--- src/rtl/fpu_sched_pkg.sv ---
// Shared types and constants for the FPU writeback scheduler.
package fpu_sched_pkg;

  localparam int unsigned DEF_TAG_W       = 6;
  localparam int unsigned DEF_FMA_LAT     = 4;
  localparam int unsigned DEF_FAST_LAT    = 2;
  localparam int unsigned DEF_FROMINT_LAT = 2;
  localparam int unsigned DEF_TOINT_LAT   = 2;

  // Latencies are 1..8: LAT_W holds the latency, LAT_IDX_W a stage index.
  localparam int unsigned LAT_W     = 4;
  localparam int unsigned LAT_IDX_W = 3;

  typedef enum logic [2:0] {
    UNIT_FMA,
    UNIT_FAST,
    UNIT_FROMINT,
    UNIT_TOINT,
    UNIT_NONE
  } unit_e;

  typedef struct packed {
    logic                 valid;
    logic [DEF_TAG_W-1:0] tag;
    logic                 wflags;
    logic [1:0]           type_tag;
  } wb_entry_t;

  // Integer writeback carries no type tag.
  typedef struct packed {
    logic                 valid;
    logic [DEF_TAG_W-1:0] tag;
    logic                 wflags;
  } int_entry_t;

  function automatic int unsigned max_lat(input int unsigned a, input int unsigned b,
                                          input int unsigned c);
    int unsigned m;
    m = a;
    if (b > m) m = b;
    if (c > m) m = c;
    return m;
  endfunction

endpackage

--- src/rtl/fpu_wb_delay_line.sv ---
// Fixed-depth shift line of writeback entries; head is the retiring stage.
module fpu_wb_delay_line
  import fpu_sched_pkg::*;
#(
  parameter int unsigned DEPTH = 4,
  parameter type entry_t = wb_entry_t
) (
  input  logic                 clock,
  input  logic                 reset,
  input  logic                 flush,
  input  logic                 wr_en,
  input  logic [LAT_IDX_W-1:0] wr_idx,
  input  entry_t               wr_entry,
  output entry_t               head,
  output logic [DEPTH-1:0]     stage_valid
);

  entry_t st_q  [DEPTH];
  entry_t above [DEPTH];

  // Source for each stage on a plain shift; the top stage refills with invalid.
  for (genvar k = 0; k < DEPTH; k++) begin : g_stage
    if (k < DEPTH - 1) begin : g_mid
      assign above[k] = st_q[k+1];
    end else begin : g_top
      assign above[k] = '0;
    end
    assign stage_valid[k] = st_q[k].valid;
  end

  // Shift every edge; a new entry lands at its latency slot, flush empties the line.
  always_ff @(posedge clock or posedge reset) begin
    if (reset) begin
      for (int k = 0; k < DEPTH; k++) st_q[k] <= '0;
    end else begin
      for (int k = 0; k < DEPTH; k++) begin
        if (flush)                                     st_q[k] <= '0;
        else if (wr_en && (wr_idx == LAT_IDX_W'(k)))   st_q[k] <= wr_entry;
        else                                           st_q[k] <= above[k];
      end
    end
  end

  assign head = st_q[0];

endmodule

--- src/rtl/fpu_wb_scheduler.sv ---
// Accepts decoded FPU uops and schedules conflict-free writebacks on FP/int ports.
module fpu_wb_scheduler
  import fpu_sched_pkg::*;
#(
  parameter int unsigned TAG_W       = DEF_TAG_W,
  parameter int unsigned FMA_LAT     = DEF_FMA_LAT,
  parameter int unsigned FAST_LAT    = DEF_FAST_LAT,
  parameter int unsigned FROMINT_LAT = DEF_FROMINT_LAT,
  parameter int unsigned TOINT_LAT   = DEF_TOINT_LAT
) (
  input  logic             clock,
  input  logic             reset,
  input  logic             io_req_valid,
  output logic             io_req_ready,
  input  logic [TAG_W-1:0] io_req_tag,
  input  logic             io_req_sigs_fma,
  input  logic             io_req_sigs_fastpipe,
  input  logic             io_req_sigs_fromint,
  input  logic             io_req_sigs_toint,
  input  logic             io_req_sigs_wflags,
  input  logic [1:0]       io_req_sigs_typeTagOut,
  input  logic             io_kill,
  output logic             io_fp_wb_valid,
  output logic [TAG_W-1:0] io_fp_wb_tag,
  output logic             io_fp_wb_wflags,
  output logic [1:0]       io_fp_wb_typeTag,
  output logic             io_int_wb_valid,
  output logic [TAG_W-1:0] io_int_wb_tag,
  output logic             io_int_wb_wflags,
  output logic             io_illegal,
  output logic             io_busy
);

  localparam int unsigned MAXL = max_lat(FMA_LAT, FAST_LAT, FROMINT_LAT);

  // Entry structs are sized by the package tag width.
  if (TAG_W != DEF_TAG_W) begin : g_tag_w_check
    $error("fpu_wb_scheduler: TAG_W must equal DEF_TAG_W");
  end

  unit_e            unit_c;
  logic [LAT_W-1:0] lat_c;
  logic             fp_target_c;
  logic             slot_busy_c;
  logic             accept_c;
  logic             illegal_q;

  wb_entry_t        fp_wr_entry;
  wb_entry_t        fp_head;
  logic [MAXL-1:0]  fp_valid;
  int_entry_t       int_wr_entry;
  int_entry_t       int_head;
  logic [TOINT_LAT-1:0] int_valid;

  // Unit decode, latency lookup and FP slot-collision check.
  always_comb begin
    unit_c      = UNIT_NONE;
    lat_c       = LAT_W'(1);
    fp_target_c = 1'b0;
    slot_busy_c = 1'b0;
    case ({io_req_sigs_fma, io_req_sigs_fastpipe, io_req_sigs_fromint, io_req_sigs_toint})
      4'b1000: unit_c = UNIT_FMA;
      4'b0100: unit_c = UNIT_FAST;
      4'b0010: unit_c = UNIT_FROMINT;
      4'b0001: unit_c = UNIT_TOINT;
      default: unit_c = UNIT_NONE;
    endcase
    case (unit_c)
      UNIT_FMA:     begin lat_c = LAT_W'(FMA_LAT);     fp_target_c = 1'b1; end
      UNIT_FAST:    begin lat_c = LAT_W'(FAST_LAT);    fp_target_c = 1'b1; end
      UNIT_FROMINT: begin lat_c = LAT_W'(FROMINT_LAT); fp_target_c = 1'b1; end
      UNIT_TOINT:   lat_c = LAT_W'(TOINT_LAT);
      default:      lat_c = LAT_W'(1);
    endcase
    // Writing st[L-1] this edge collides with whatever now sits in st[L].
    for (int k = 0; k < MAXL; k++) begin
      if ((lat_c == LAT_W'(k)) && fp_valid[k]) slot_busy_c = 1'b1;
    end
  end

  assign io_req_ready = !io_kill && !(io_req_valid && fp_target_c && slot_busy_c);
  assign accept_c     = io_req_valid && io_req_ready;

  // Entries written into the lines on acceptance.
  always_comb begin
    fp_wr_entry          = '0;
    fp_wr_entry.valid    = 1'b1;
    fp_wr_entry.tag      = io_req_tag;
    fp_wr_entry.wflags   = io_req_sigs_wflags;
    fp_wr_entry.type_tag = io_req_sigs_typeTagOut;
    int_wr_entry         = '0;
    int_wr_entry.valid   = 1'b1;
    int_wr_entry.tag     = io_req_tag;
    int_wr_entry.wflags  = io_req_sigs_wflags;
  end

  fpu_wb_delay_line #(
    .DEPTH   (MAXL),
    .entry_t (wb_entry_t)
  ) u_fp_line (
    .clock       (clock),
    .reset       (reset),
    .flush       (io_kill),
    .wr_en       (accept_c && fp_target_c),
    .wr_idx      (LAT_IDX_W'(lat_c - LAT_W'(1))),
    .wr_entry    (fp_wr_entry),
    .head        (fp_head),
    .stage_valid (fp_valid)
  );

  fpu_wb_delay_line #(
    .DEPTH   (TOINT_LAT),
    .entry_t (int_entry_t)
  ) u_int_line (
    .clock       (clock),
    .reset       (reset),
    .flush       (io_kill),
    .wr_en       (accept_c && (unit_c == UNIT_TOINT)),
    .wr_idx      (LAT_IDX_W'(TOINT_LAT - 1)),
    .wr_entry    (int_wr_entry),
    .head        (int_head),
    .stage_valid (int_valid)
  );

  // Malformed uops are swallowed and reported one cycle after acceptance.
  always_ff @(posedge clock or posedge reset) begin
    if (reset) illegal_q <= 1'b0;
    else       illegal_q <= accept_c && (unit_c == UNIT_NONE);
  end

  assign io_fp_wb_valid   = fp_head.valid;
  assign io_fp_wb_tag     = fp_head.tag;
  assign io_fp_wb_wflags  = fp_head.wflags;
  assign io_fp_wb_typeTag = fp_head.type_tag;
  assign io_int_wb_valid  = int_head.valid;
  assign io_int_wb_tag    = int_head.tag;
  assign io_int_wb_wflags = int_head.wflags;
  assign io_illegal       = illegal_q;
  assign io_busy          = (|fp_valid) || (|int_valid);

endmodule
--- config.mk ---
export PLATFORM = sky130hd
export DESIGN_NAME = fpu_wb_scheduler
export DESIGN_NICKNAME = d
export VERILOG_FILES = /design/src/rtl/fpu_sched_pkg.sv /design/src/rtl/fpu_wb_delay_line.sv /design/src/rtl/fpu_wb_scheduler.sv
export SDC_FILE = /design/constraint.sdc
export NUM_CORES = 1
export LEC_CHECK = 0
export ABC_AREA = 1
export CORE_MARGIN = 10
export CORE_UTILIZATION = 25
export CTS_CLUSTER_DIAMETER = 60
export DETAILED_ROUTE_END_ITERATION = 10
export HOLD_SLACK_MARGIN = 0.15
export PLACE_DENSITY_LB_ADDON = 0.25
export SLEW_MARGIN = 20
export SYNTH_ARGS = -nofsm -noshare
export SYNTH_HDL_FRONTEND = slang
export SYNTH_HIERARCHICAL = 1
export SYNTH_SLANG_ARGS = --single-unit
--- constraint.sdc ---
create_clock -name clock -period 2.06 [get_ports clock]
set_input_delay 0.309 -clock clock [delete_from_list [all_inputs] [get_ports clock]]
set_output_delay 0.309 -clock clock [all_outputs]
set_load 0.05 [all_outputs]
# --- Yosys cells after proc, flatten, opt, wreduce, memory -nomap -nowiden ---
# Index checks and enable logic that the tools add are counted.
classes:
  eq_ne: 14
  mux: 18
  n_reduce_logical: 25
  n_addsub: 1
ops:
  columns: ["cell", "n"]
  rows:
  - ["$mux 10", 8]
  - ["$mux 8", 3]
  - ["$logic_and 1x1->1", 15]
  - ["$eq 3x2->1 const B", 4]
  - ["$eq 4x2->1 const B", 3]
  - ["$pmux 3 s4", 1]
  - ["$eq 4x1->1 const B", 2]
  - ["$eq 3x1->1 const B", 2]
  - ["$logic_not 3->1", 2]
  - ["$pmux 3 s2", 1]
  - ["$reduce_or 3->1", 2]
  - ["$mux 1", 5]
  - ["$eq 4x3->1 const B", 1]
  - ["$eq 4x4->1 const B", 1]
  - ["$logic_not 4->1", 1]
  - ["$reduce_or 4->1", 1]
  - ["$eq 3x3->1 const B", 1]
  - ["$sub 3x1->3 const B", 1]
  - ["$logic_not 1->1", 2]
  - ["$reduce_or 2->1", 1]
  - ["$logic_or 1x1->1", 1]
word_totals:
  regBits: 57
  elab_cells: 81

# --- Depth between registers and ports, before layout ---
logic_depth:
  depth_word: 19
  depth_mapped: 16
  ltp_nobuf: 15

# --- Cells and area by module ---
# Netlist, hierarchy kept.
modules_own_cells:
  columns: ["module", "cells_each", "area_per_inst_um2", "n_inst"]
  rows:
  - ["fpu_wb_delay_line at u_fp_line", 209, 1737.9, 1]
  - ["fpu_wb_delay_line at u_int_line", 75, 734.5, 1]
  - ["fpu_wb_scheduler", 38, 186.4, 1]

# --- Worst setup path before layout ---
# Ideal clock, no wire load.
synth_timing:
  path_kind: "input-to-output"
  from: "input port io_req_sigs_fma"
  to: "output port io_req_ready"
  required_ns: 1.751
  t_arrival_ns: 1.522
  cell_stages: 7
  n_path_buf: 0
  slack_ns: 0.229
  path_cell_list: "nor2_1 nand3_1 nand2_1 nor2_1 nand2_2 nand2_2 a21oi_1"
synth_between:
  elab_chain_len: 14
synth_rtl:
  columns: ["element", "line", "text"]
  rows:
  - ["start, declared", "fpu_wb_scheduler.sv:16", "input logic io_req_sigs_fma,"]
  - ["$eq 4x1->1 (tied with other cells)", "fpu_wb_scheduler.sv:61", "case ({io_req_sigs_fma, io_req_sigs_fastpipe, io_req_sigs_fromint, io_req_sigs_toint})"]
  - ["$pmux 3 s4 (*)", "fpu_wb_scheduler.sv:61", null]
  - ["$eq 3x2->1 or $eq 3x1->1 (tied branches)", "fpu_wb_scheduler.sv:68", "case (unit_c)"]
  - ["$reduce_or 3->1 (no line)", null, null]
  - ["$pmux 3 s2", "fpu_wb_scheduler.sv:68", null]
  - ["$logic_not 4->1", "fpu_wb_scheduler.sv:77", "if ((lat_c == LAT_W'(k)) && fp_valid[k]) slot_busy_c = 1'b1;"]
  - ["$logic_and 1x1->1", "fpu_wb_scheduler.sv:77", null]
  - ["$mux 1 (4 in a row)", "fpu_wb_scheduler.sv:77", null]
  - ["$logic_and 1x1->1 (*)", "fpu_wb_scheduler.sv:81", "assign io_req_ready = !io_kill && !(io_req_valid && fp_target_c && slot_busy_c);"]
  - ["$logic_not 1->1 (*)", "fpu_wb_scheduler.sv:81", null]
  - ["$logic_and 1x1->1 (*)", "fpu_wb_scheduler.sv:81", null]
  - ["end, declared", "fpu_wb_scheduler.sv:14", "output logic io_req_ready,"]
# Every way passes the cells marked *; elsewhere a longest branch is shown, timed or not.

# --- Final worst setup path ---
layout_timing:
  from: "register u_int_line.st_q (netlist bit u_int_line/head[7])"
  to: "output port io_int_wb_valid"
layout_lines:
  columns: ["element", "line", "text"]
  rows:
  - ["start, declared", "fpu_wb_delay_line.sv:18", "entry_t st_q [DEPTH];"]
  - ["start signal, assigned by index", "fpu_wb_delay_line.sv:38", "else if (wr_en && (wr_idx == LAT_IDX_W'(k))) st_q[k] <= wr_entry;"]
  - ["start signal, assigned by index", "fpu_wb_delay_line.sv:39", "else st_q[k] <= above[k];"]
  - ["end, declared", "fpu_wb_scheduler.sv:27", "output logic io_int_wb_valid,"]
# No word-level cell between the ends.

==> insert_results.sql <==
INSERT INTO impl_metrics (metric_group, metric, value, unit) VALUES
('placed_design', 'post-place-cells', '504', ''),
('sta', 'timing.final.crit_share', '87.25', '%'),
('floorplanning', 'die_width', '123.1', 'um'),
('power', 'vdd.ir_drop.worst', '266.6', 'uV'),
('route', 'drt_drc_violations_left', '0', ''),
('global_routing', 'grt_first_pass_wirelength', '10290', 'um'),
('finish', 'post_route_cells_drive_above_1_share', '17.40', '%'),
('global_routing', 'antenna_found_initial', '0', ''),
('route', 'via_per_inst', '4.048', ''),
('setup_path', 'arrival', '1490', 'ps'),
('clocking', 'cts-root-to-sink-buffers', '2', ''),
('synth', 'synth.yosys.warnings', '6', ''),
('route', 'postRouteAntennaNets', '0', ''),
('synth', 'mappedNetlistArea', '2659', 'um2'),
('setup_path', 'crit_slowest_cell', 'clkdlybuf4s50_1', ''),
('synth', 'post_synth_inst_count', '322', ''),
('setup_path', 'crit_path_max_fanout', '2', ''),
('synth', 'post_synthesis_register_bit_count', '57', ''),
('clocking', 'worst_skew_pair.late_latency', '330', 'ps'),
('floorplanning', 'floorplan.die.height', '123.1', 'um'),
('synth', 'synthArstFlopShare', '100.0', '%'),
('setup_path', 'path_class', 'reg -> out', ''),
('run', 'drv_cap', '0', ''),
('clocking', 'cts.hold.buffers_added', '0', ''),
('clocking', 'cts.reportedPaths.clkPinSlew', '60', 'ps'),
('worst_hold_path', 'hold_wc_path_type', 'in -> async', ''),
('setup_path', 'start_kind', 'register', ''),
('power', 'power.leakage', '0.001798', 'uW'),
('clocking', 'ctsHtreeMaxLevel', '3', ''),
('floorplanning', 'core', '10320', 'um2'),
('synth', 'number_of_flops_mapped_to_enable_cells_by_yosys', '0', ''),
('synth', 'synthesis.area_per_instance', '8.257', 'um2'),
('setup_path', 'cp_top_family', 'buffers and inverters', ''),
('global_routing', 'largest_net_degree_at_the_start_of_global_routing', '41', ''),
('sta', 'timing.final.setup_violations', '0', ''),
('floorplanning', 'floorplan.initialDensity', '25.75', '%'),
('sta', 'timing.final.hold_violations', '0', ''),
('finish', 'area_growth', '34.49', '%'),
('route', 'route.final.wire_length', '6150', 'um'),
('route', 'via_count', '2109', ''),
('finish', 'antenna_cells_inserted', '0', ''),
('global_routing', 'groute.usage.overall', '8.511', '%'),
('synth', 'ys_seq_area_share', '53.65', '%'),
('route', 'drt_iter0_markers', '85', ''),
('global_routing', 'overflow', '0', ''),
('finish', 'design.final.nets', '397', ''),
('floorplanning', 'number_of_cell_rows', '37', ''),
('sta', 'final-max-slew-violation-count', '0', ''),
('run_status', 'status', 'completed', ''),
('setup_path', 'worst-endpoint-required', '1750', 'ps'),
('clocking', 'numClockSinks', '57', ''),
('clocking', 'cts-buffers-inserted', '9', ''),
('synth', 'unique_cell_type_count_in_the_yosys_netlist', '19', ''),
('placed_design', 'numPortBuffers', '37', ''),
('setup_path', 'cp_buf_inv_count', '1', ''),
('sta', 'grt_setup_unrepaired', 'false', ''),
('sta', 'tns', '0', 'ps'),
('sta', 'max_freq', '556.4', 'MHz'),
('sta', 'worstMarginPinSlew', '628.9', 'ps'),
('setup_path', 'worst_path_largest_cell_delay', '820', 'ps'),
('sta', 'min_period', '1797', 'ps'),
('power', 'cellPowerDensity', '693.4', 'nW/um2'),
('setup_path', 'critical_path.endpoint_type', 'output pin', ''),
('floorplanning', 'design.portCount', '38', ''),
('finish', 'final_cell_count_no_fill', '521', ''),
('global_routing', 'number_of_global_route_vias_before_repair', '2133', ''),
('clocking', 'cts_root_buf', 'clkbuf_8', ''),
('sta', 'slew_headroom', '58.03', '%'),
('clocking', 'cts_tree', 'done', ''),
('placed_design', 'detailed_place_hpwl', '4246', 'um'),
('route', 'detail_route.wl_per_cell', '11.80', 'um'),
('sta', 'clock_skew', '8.022', 'ps'),
('setup_path', 'worstPathCellList', 'clkdlybuf4s50_1', ''),
('placed_design', 'place_congestion', '0.7784', ''),
('floorplanning', 'dieArea', '15160', 'um2'),
('synth', 'synth_flop_cell', 'dfrtp_1', ''),
('route', 'drt_first_pass_iters', '5', '');
[worst paths after layout]
check	from	to	slack, ps	cells after the start
max	u_int_line/head[7]	io_int_wb_valid	260	1
min	reset	io_illegal	180	2
max reg2reg	u_fp_line/stage_valid[2]	u_int_line/above[10]	560	10
min reg2reg	u_fp_line/above[10]	u_fp_line/above[20]	470	2
max in group asynchronous	reset	u_int_line/head[6]	1220	2
min in group clock	u_fp_line/above[10]	u_fp_line/above[20]	470	2
[routing by layer]
layer,up-vias,track usage [%],share of wire [%]
li1,1098,-,-
met1,967,10.21,46
met2,38,13.25,48
met3,6,2.370,5.2
met4,0,5.313,1.5
met5,-,0,0
[per-stage QoR]
step | hold slack (ps) | area, um2 | setup slack [ps] | utilization, % | total power (uW)
floorplan | 37.71 | 2685 | 229.4 | - | 1281
finish | 183.3 | 3576 | 262.7 | 34.64 | 2479
global placement | 462.6 | 3304 | -150.0 | 32.01 | 1374
detailed placement | 462.4 | 3304 | -240.2 | 32.01 | 1378
global route | 181.7 | 3576 | 194.1 | 34.64 | 2587
CTS | 163.1 | 3518 | 2.807 | 34.08 | 2510
[registers in the layout, summed over array words and instances (netlist names)]
signal,count
u_fp_line/stage_valid,3
u_int_line/stage_valid,1
u_fp_line/above,27
io_illegal,1
u_int_line/head,8
u_fp_line/head,10
u_int_line/above,7
[cell families (layout without fill, tap and decap cells)]
| family | Yosys count | count (layout) | share of synthesized area, % |
|---|---|---|---|
| simple gates | 192 | 192 | 31.86 |
| other cells | 2 | 9 | 0.2825 |
| flops | 57 | 57 | 53.65 |
| compound gates | 19 | 19 | 4.706 |
| buf+inv | 52 | 108 | 9.506 |
[cell usage in the layout, fill, tap and decap left out, types with 2 or more instances in the layout]
cell type / n
nor2_1: 83
dfrtp_1: 57
nand2_1: 49
nand3_1: 39
inv_1: 34
clkdlybuf4s50_1: 31
buf_4: 16
a21oi_1: 10
clkbuf_8: 9
conb_1: 9
nor2_2: 8
a21oi_2: 8
buf_12: 5
nand3_2: 4
dlymetal6s2s_1: 4
nand2_2: 3
clkinv_2: 3
nor2_4: 3
bufinv_16: 2
[layout make-up]
type | count | area, um2
clock buffer | 10 | 127.6
clock inverter | 6 | 82.58
fill | 1032 | 6748
inverter | 35 | 131.4
multi-input combinational | 220 | 1032
sequential | 57 | 1426
tap | 136 | 170.2
timing repair buffer | 57 | 605.6
[repair_timing]
action,4_1_cts,5_1_grt
gates resized for setup,1,10
setup endpoints to repair,1,30
gates cloned,0,1
buffers inserted,0,0
pin swaps,0,4
[synth_stat cells, types with 2 or more instances]
master   number  share of area [%]
nand3_1      39                7.3
inv_1        35                4.9
nand2_1      49                6.9
a21oi_2       8                2.6
nand2_2       3               0.71
nor2_1       85                 12
nor2_4        2               0.85
nor2_2        7                1.6
a21oi_1      11                2.1
buf_2         7                1.3
dfrtp_1      57                 54
nand3_2       4                1.5
conb_1        2               0.28
buf_4         8                2.3
[power by group]
part | leakage (uW) | internal, uW | switching, uW
Sequential | 0.000795 | 1120 | 1.22
Clock | 0.000106 | 675 | 443
Combinational | 0.000897 | 85.6 | 152
No activity file was read; power rests on OpenSTA's default activity.
